File: src/rtl/whack_game_ctrl.sv
// Whack-a-mole game sequencer: countdown, timed play, strike scoring and mole pacing.
// Defining WHACK_PAUSE_EN adds a pause input and the PAUSED state.
module whack_game_ctrl #(
  parameter int unsigned TICK_CYCLES       = 100000000,
  parameter int unsigned COUNTDOWN_SECONDS = 3,
  parameter int unsigned GAME_SECONDS      = 30,
  parameter int unsigned MOLE_PERIOD_INIT  = 100000000,
  parameter int unsigned MOLE_PERIOD_MIN   = 25000000,
  parameter int unsigned SPEEDUP_STEP      = 5000000,
  parameter int unsigned MISS_LIMIT        = 5,
  parameter int unsigned SCORE_W           = 10
) (
  input  logic               clock,
  input  logic               reset,
  input  logic               start,
  input  logic [4:0]         hit_btn,
  input  logic [4:0]         mole_position,
`ifdef WHACK_PAUSE_EN
  input  logic               pause,
`endif
  output logic               gen_enable,
  output logic               gen_pulse,
  output logic [SCORE_W-1:0] score,
  output logic [7:0]         time_left,
  output logic [3:0]         misses,
  output logic [2:0]         state,
  output logic               game_over
);

  localparam int unsigned TW = (TICK_CYCLES > 1) ? $clog2(TICK_CYCLES) : 1;
  localparam int unsigned PMAX = (MOLE_PERIOD_MIN + SPEEDUP_STEP > MOLE_PERIOD_INIT) ?
                                 (MOLE_PERIOD_MIN + SPEEDUP_STEP) : MOLE_PERIOD_INIT;
  localparam int unsigned PW = $clog2(PMAX + 1);

  localparam logic [TW-1:0] TICK_LAST   = TW'(TICK_CYCLES - 1);
  localparam logic [PW-1:0] PERIOD_INIT = PW'(MOLE_PERIOD_INIT);
  localparam logic [PW-1:0] PERIOD_MIN  = PW'(MOLE_PERIOD_MIN);
  localparam logic [PW-1:0] PERIOD_STEP = PW'(SPEEDUP_STEP);
  localparam logic [PW-1:0] PERIOD_KNEE = PW'(MOLE_PERIOD_MIN + SPEEDUP_STEP);

  typedef enum logic [2:0] {
    S_IDLE      = 3'd0,
    S_COUNTDOWN = 3'd1,
    S_PLAY      = 3'd2,
    S_OVER      = 3'd3,
    S_PAUSED    = 3'd4
  } state_t;

  state_t               state_q;
  logic [TW-1:0]        tick_cnt_q;
  logic [PW-1:0]        mole_cnt_q;
  logic [PW-1:0]        period_q;
  logic [SCORE_W-1:0]   score_q;
  logic [3:0]           misses_q;
  logic [7:0]           time_left_q;
  logic                 gen_pulse_q;
  logic                 lock_q;

  logic                 pause_req;
  logic                 tick;
  logic                 final_tick;
  logic                 mole_expire;
  logic                 strike;
  logic                 hit_ok;
  logic                 miss;
  logic                 miss_end;
  logic                 advance;
  logic [SCORE_W-1:0]   score_d;
  logic [3:0]           misses_d;
  logic [PW-1:0]        period_d;

  always_comb begin
`ifdef WHACK_PAUSE_EN
    pause_req = pause;
`else
    pause_req = 1'b0;
`endif
    tick        = (tick_cnt_q == TICK_LAST);
    final_tick  = tick && (time_left_q == 8'd1);
    mole_expire = (mole_cnt_q == '0);
    strike      = (state_q == S_PLAY) && !pause_req && (hit_btn != '0) && !gen_pulse_q && !lock_q;
    hit_ok      = strike && ((hit_btn & mole_position) != '0) && ((hit_btn & ~mole_position) == '0);
    miss        = strike && !hit_ok;
    score_d     = (&score_q) ? score_q : score_q + 1'b1;
    misses_d    = (&misses_q) ? misses_q : misses_q + 4'd1;
    period_d    = (period_q >= PERIOD_KNEE) ? period_q - PERIOD_STEP : PERIOD_MIN;
    miss_end    = miss && (misses_d == 4'(MISS_LIMIT));
    // The pause-entry edge freezes and the resume edge runs, so a pause shifts time by its length.
    advance     = ((state_q == S_PLAY) && !pause_req) || ((state_q == S_PAUSED) && pause_req);
  end

  always_ff @(posedge clock or negedge reset) begin
    if (!reset) begin
      state_q     <= S_IDLE;
      tick_cnt_q  <= '0;
      mole_cnt_q  <= '0;
      period_q    <= PERIOD_INIT;
      score_q     <= '0;
      misses_q    <= '0;
      time_left_q <= '0;
      gen_pulse_q <= 1'b0;
      lock_q      <= 1'b0;
    end else begin
      gen_pulse_q <= 1'b0;
      if (gen_pulse_q) lock_q <= 1'b0;
      case (state_q)
        S_IDLE, S_OVER: begin
          if (start) begin
            state_q     <= S_COUNTDOWN;
            score_q     <= '0;
            misses_q    <= '0;
            period_q    <= PERIOD_INIT;
            time_left_q <= 8'(COUNTDOWN_SECONDS);
            tick_cnt_q  <= '0;
            lock_q      <= 1'b0;
          end
        end
        S_COUNTDOWN: begin
          tick_cnt_q <= tick ? '0 : tick_cnt_q + 1'b1;
          if (tick) begin
            if (time_left_q == 8'd1) begin
              state_q     <= S_PLAY;
              time_left_q <= 8'(GAME_SECONDS);
              gen_pulse_q <= 1'b1;
              mole_cnt_q  <= period_q - 1'b1;
            end else begin
              time_left_q <= time_left_q - 8'd1;
            end
          end
        end
        S_PLAY, S_PAUSED: begin
          if (advance) begin
            tick_cnt_q <= tick ? '0 : tick_cnt_q + 1'b1;
            if (tick) time_left_q <= time_left_q - 8'd1;
            if (hit_ok) begin
              score_q     <= score_d;
              period_q    <= period_d;
              mole_cnt_q  <= period_d - 1'b1;
              gen_pulse_q <= 1'b1;
              lock_q      <= 1'b1;
            end else if (mole_expire) begin
              mole_cnt_q  <= period_q - 1'b1;
              gen_pulse_q <= 1'b1;
            end else begin
              mole_cnt_q  <= mole_cnt_q - 1'b1;
            end
            if (miss) misses_q <= misses_d;
            if (final_tick || miss_end) begin
              state_q     <= S_OVER;
              gen_pulse_q <= 1'b0;
            end else if (state_q == S_PAUSED) begin
              state_q <= S_PLAY;
            end
          end else if (state_q == S_PLAY) begin
            if (final_tick) begin
              state_q     <= S_OVER;
              time_left_q <= '0;
              tick_cnt_q  <= '0;
            end else begin
              state_q <= S_PAUSED;
            end
          end
        end
        default: state_q <= S_IDLE;
      endcase
    end
  end

  always_comb begin
    gen_enable = (state_q == S_PLAY) || (state_q == S_PAUSED);
    game_over  = (state_q == S_OVER);
    gen_pulse  = gen_pulse_q;
    score      = score_q;
    time_left  = time_left_q;
    misses     = misses_q;
    state      = state_q;
  end

endmodule

File: config.mk
export PLATFORM = sky130hd
export DESIGN_NAME = whack_game_ctrl
export DESIGN_NICKNAME = d
export VERILOG_FILES = /design/src/rtl/whack_game_ctrl.sv
export SDC_FILE = /design/constraint.sdc
export NUM_CORES = 1
export LEC_CHECK = 0
export ABC_AREA = 1
export CAP_MARGIN = 5
export CORE_UTILIZATION = 56
export CTS_CLUSTER_DIAMETER = 200
export DETAILED_ROUTE_END_ITERATION = 6
export HOLD_SLACK_MARGIN = 0.06
export PLACE_DENSITY = 0.78
export SYNTH_ARGS = -nofsm -noshare
export SYNTH_HDL_FRONTEND = slang
export SYNTH_SLANG_ARGS = --single-unit
File: constraint.sdc
create_clock -name clock -period 2.8 [get_ports clock]
set_input_delay 0.42 -clock clock [delete_from_list [all_inputs] [get_ports clock]]
set_output_delay 0.42 -clock clock [all_outputs]
set_load 0.02 [all_outputs]
==> impl_metrics.py <==
metrics = {
    "die": {
        "dieWidth_um": 126.2,
        "die_h_um": 126.2,
        "rows": 45,
        "start_util_pct": 57.06,
        "dieArea_um2": 15930,
        "io_pins": 41,
        "coreArea_um2": 15150,
    },
    "cts": {
        "clock-sinks": 107,
        "clock_path_buffers": 2,
        "clk_pin_slew_ns": 0.08,
        "cts_tree": "yes",
        "htreeDepth": 3,
        "insertion_delay_ns": 0.36,
        "numCtsBuffers": 9,
        "clock-root-buffer": "clkbuf_16",
    },
    "timing": {
        "skew_ns": 0.008983,
        "grt_setup_unrepaired": "true",
        "slew_headroom_pct": 64.23,
        "worst_slack_ns": 0.1143,
        "final.period_utilization_pct": 95.92,
        "min_period_ns": 2.686,
        "fmax_mhz": 372.3,
        "tightest_slew_ns": 0.5310,
        "slew_viol_final": 0,
        "hold_viol_final": 0,
        "finalSetupViolations": 0,
    },
    "synth": {
        "yosysTopAreaCell": "dfrtp_1",
        "synthTopCellsByCount": "349 x nand2_1, 177 x inv_1, 165 x nor2_1",
        "synth_ff_type": "dfrtp_1",
        "yosysSeqAreaShare_pct": 31.16,
        "synth_area_um2": 8642,
        "synth_top_area_share_pct": 27.51,
        "syn_nets": 1374,
        "synth_most_common_cell": "nand2_1",
        "synth_edf_count": 0,
        "synthCells": 1345,
        "syn_area_per_cell_um2": 6.425,
        "ys_async_sr_fraction_pct": 100.0,
        "synthTopCellsByArea": "dfrtp_1 28%, nand2_1 15%, inv_1 7.7%",
        "ys_warn_count": 0,
        "synthDistinctLibCells": 53,
        "ys_ff_latch": 107,
    },
    "min_path": {
        "hold_path_class": "primary input to async pin",
    },
    "critical_path": {
        "critPathRequiredTime_ns": 3.10,
        "worstPathArrival_ns": 2.99,
        "path_cells": "inv_2 -> nand2_2 -> nor2_1 -> nand2_1 -> nor2_4 -> nand2_2 -> nand3_4 -> nand2_2 -> ha_4 -> inv_1 -> a21oi_4 -> nand2_4 -> nor2_8 -> buf_4 -> xor2_1 -> nand2_1 -> nand3_1 -> nand3_1 -> nand2_1",
        "ff2ff_path_depth": 19,
        "r2r_slack_ns": 0.11,
        "start_kind": "flip-flop",
        "cp_slowest_cell": "dfstp_2",
        "path_max_fanout": 8,
        "endpoint_kind": "flip-flop",
        "crit_type": "flip-flop to flip-flop",
        "cpPeakStageDelay_ns": 0.65,
    },
    "grt": {
        "grt_pass1_vias": 8576,
        "antenna_found_initial": 0,
        "grt_pass1_wl_um": 42410,
        "grt-ovfl-total": 0,
        "grt_max_degree": 60,
        "gr-usage-all-layers_pct": 33.81,
    },
    "route": {
        "ant_nets": 0,
        "wl_per_cell_um": 16.42,
        "dr.pass1.iters": 7,
        "drc_errors": 0,
        "avgViaCountPerCell": 5.750,
        "routed_wl_um": 26370,
        "vias": 9235,
        "drtIter0Drc": 846,
    },
    "layout": {
        "syn2layout_area_growth_pct": 15.30,
        "final-seq-area_um2": 2693,
        "multi_input_area_um2": 5179,
        "fin_nets": 1442,
        "nFillCells": 1383,
        "drive_above_1_share_pct": 12.13,
        "antenna_cells": 0,
        "final_core_util_pct": 65.79,
    },
    "job": {
        "maxCapViolations": 0,
    },
    "place": {
        "dp_hpwl_um": 19840,
        "io_buffer_count": 39,
        "routabilityCongestion": 0.9745,
        "pre_cts_ws_ns": 0.03840,
    },
    "power": {
        "ir_worst_vdd_mv": 0.3512,
        "total_power_uw": 3353,
        "p_per_area_nw_per_um2": 336.5,
        "power_leakage_uw": 0.004746,
    },
    "status": {
        "run_status": "completed",
    },
}
[per-layer routing]
layer / vias to the layer above / GRT usage [%] / wire (um) / share of wire (%)
li1: 4501 / - / - / -
met1: 4253 / 44.50 / 11440 / 43
met2: 386 / 54.14 / 12000 / 46
met3: 95 / 5.395 / 1678 / 6.4
met4: 0 / 16.80 / 1254 / 4.8
met5: - / 0 / 0 / 0
[stage by stage]
| step | hold WS, ns | area (um^2) | cells | TNS (ns) |
|---|---|---|---|---|
| 3_3_place_gp | 0.3559 | 9368 | 1573 | 0 |
| 4_1_cts | 0.4998 | 9679 | 1590 | 0 |
| 6_report | 0.5087 | 9965 | 1606 | 0 |
| 2_1_floorplan | 0.1244 | 8642 | 1345 | 0 |
| 5_1_grt | 0.5391 | 9965 | 1606 | -0.5004 |
| 3_5_place_dp | 0.3575 | 9368 | 1573 | 0 |
[path summary, 6_finish.rpt]
check | from | to
max | period_q[21] | mole_cnt_q[12]
min | reset | mole_cnt_q[21]
max reg2reg | period_q[21] | mole_cnt_q[12]
min reg2reg | mole_cnt_q[26] | mole_cnt_q[26]
max in group asynchronous | reset | period_q[15]
min in group clock | mole_cnt_q[26] | mole_cnt_q[26]
[final cells by class]
type | instances | area share (%)
clock buffer | 10 | 2.298
sequential | 107 | 27.02
clock inverter | 6 | 0.7283
timing repair buffer | 95 | 8.388
inverter | 191 | 7.233
multi-input combinational | 1009 | 51.97
tap | 188 | 2.361
[worst max-delay path: cells and delay by family (launching register included)]
family / cells / cell delay (ns)
buffers and inverters: 3 / 0.27
DFF: 1 / 0.65
and+or+nand+nor: 13 / 1.27
xor gates and xnor gates: 1 / 0.13
adders and majority gates: 1 / 0.13
AOI/OAI and AO/OA: 1 / 0.18
[state kept, by name, summed over array words and instances (netlist names), 2 cells and up]
| name | count |
|---|---|
| misses | 4 |
| mole_cnt_q | 27 |
| period_q | 27 |
| score | 10 |
| state | 2 |
| tick_cnt_q | 27 |
| time_left | 8 |
[cells by family after synthesis]
family	Yosys count	share of synthesized area (%)
XOR/XNOR	46	4.662
other	1	0.04339
buffers and inverters	229	10.64
adder cells (fa/ha/maj)	16	2.316
AND/OR/NAND/NOR	727	36.76
flip-flops	107	31.16
AO/OA/AOI/OAI	219	14.42
[power breakdown]
part           internal (uW)  switching (uW)  total [uW]
combinational            130             257         387
sequential              1570            36.4        1610
clock                    707             648        1360
total                   2410             941        3350
[cells in the final DEF (no fill, tap or decap), types with 3 or more instances in the layout]
master / n
nand4_1: 25
dfrtp_1: 95
buf_4: 54
xnor2_1: 8
nand3_1: 101
nor2_1: 152
nand3_2: 5
o21ai_1: 7
dfstp_2: 12
nand2_4: 3
nor3_2: 3
o21bai_1: 3
nand2_1: 342
or2_2: 4
nor3_1: 28
o2111ai_1: 3
clkdlybuf4s50_1: 38
nor2_4: 8
ha_1: 14
o211ai_1: 7
a31oi_1: 8
o22ai_1: 26
nor2_2: 22
inv_2: 18
o21ai_2: 3
inv_1: 171
nand3b_1: 3
nand2_2: 12
o21ai_0: 86
o31ai_1: 3
nor4_1: 9
a21oi_1: 53
clkbuf_16: 9
a22oi_1: 9
xor2_1: 38
[repair_timing]
action,in CTS,in global routing
hold buffers,1,0
setup endpoints to repair,0,24
gates resized for setup,0,47
endpoints found under the hold margin,22,0
buffers inserted,0,16
No activity file was read; power rests on OpenSTA's default activity.
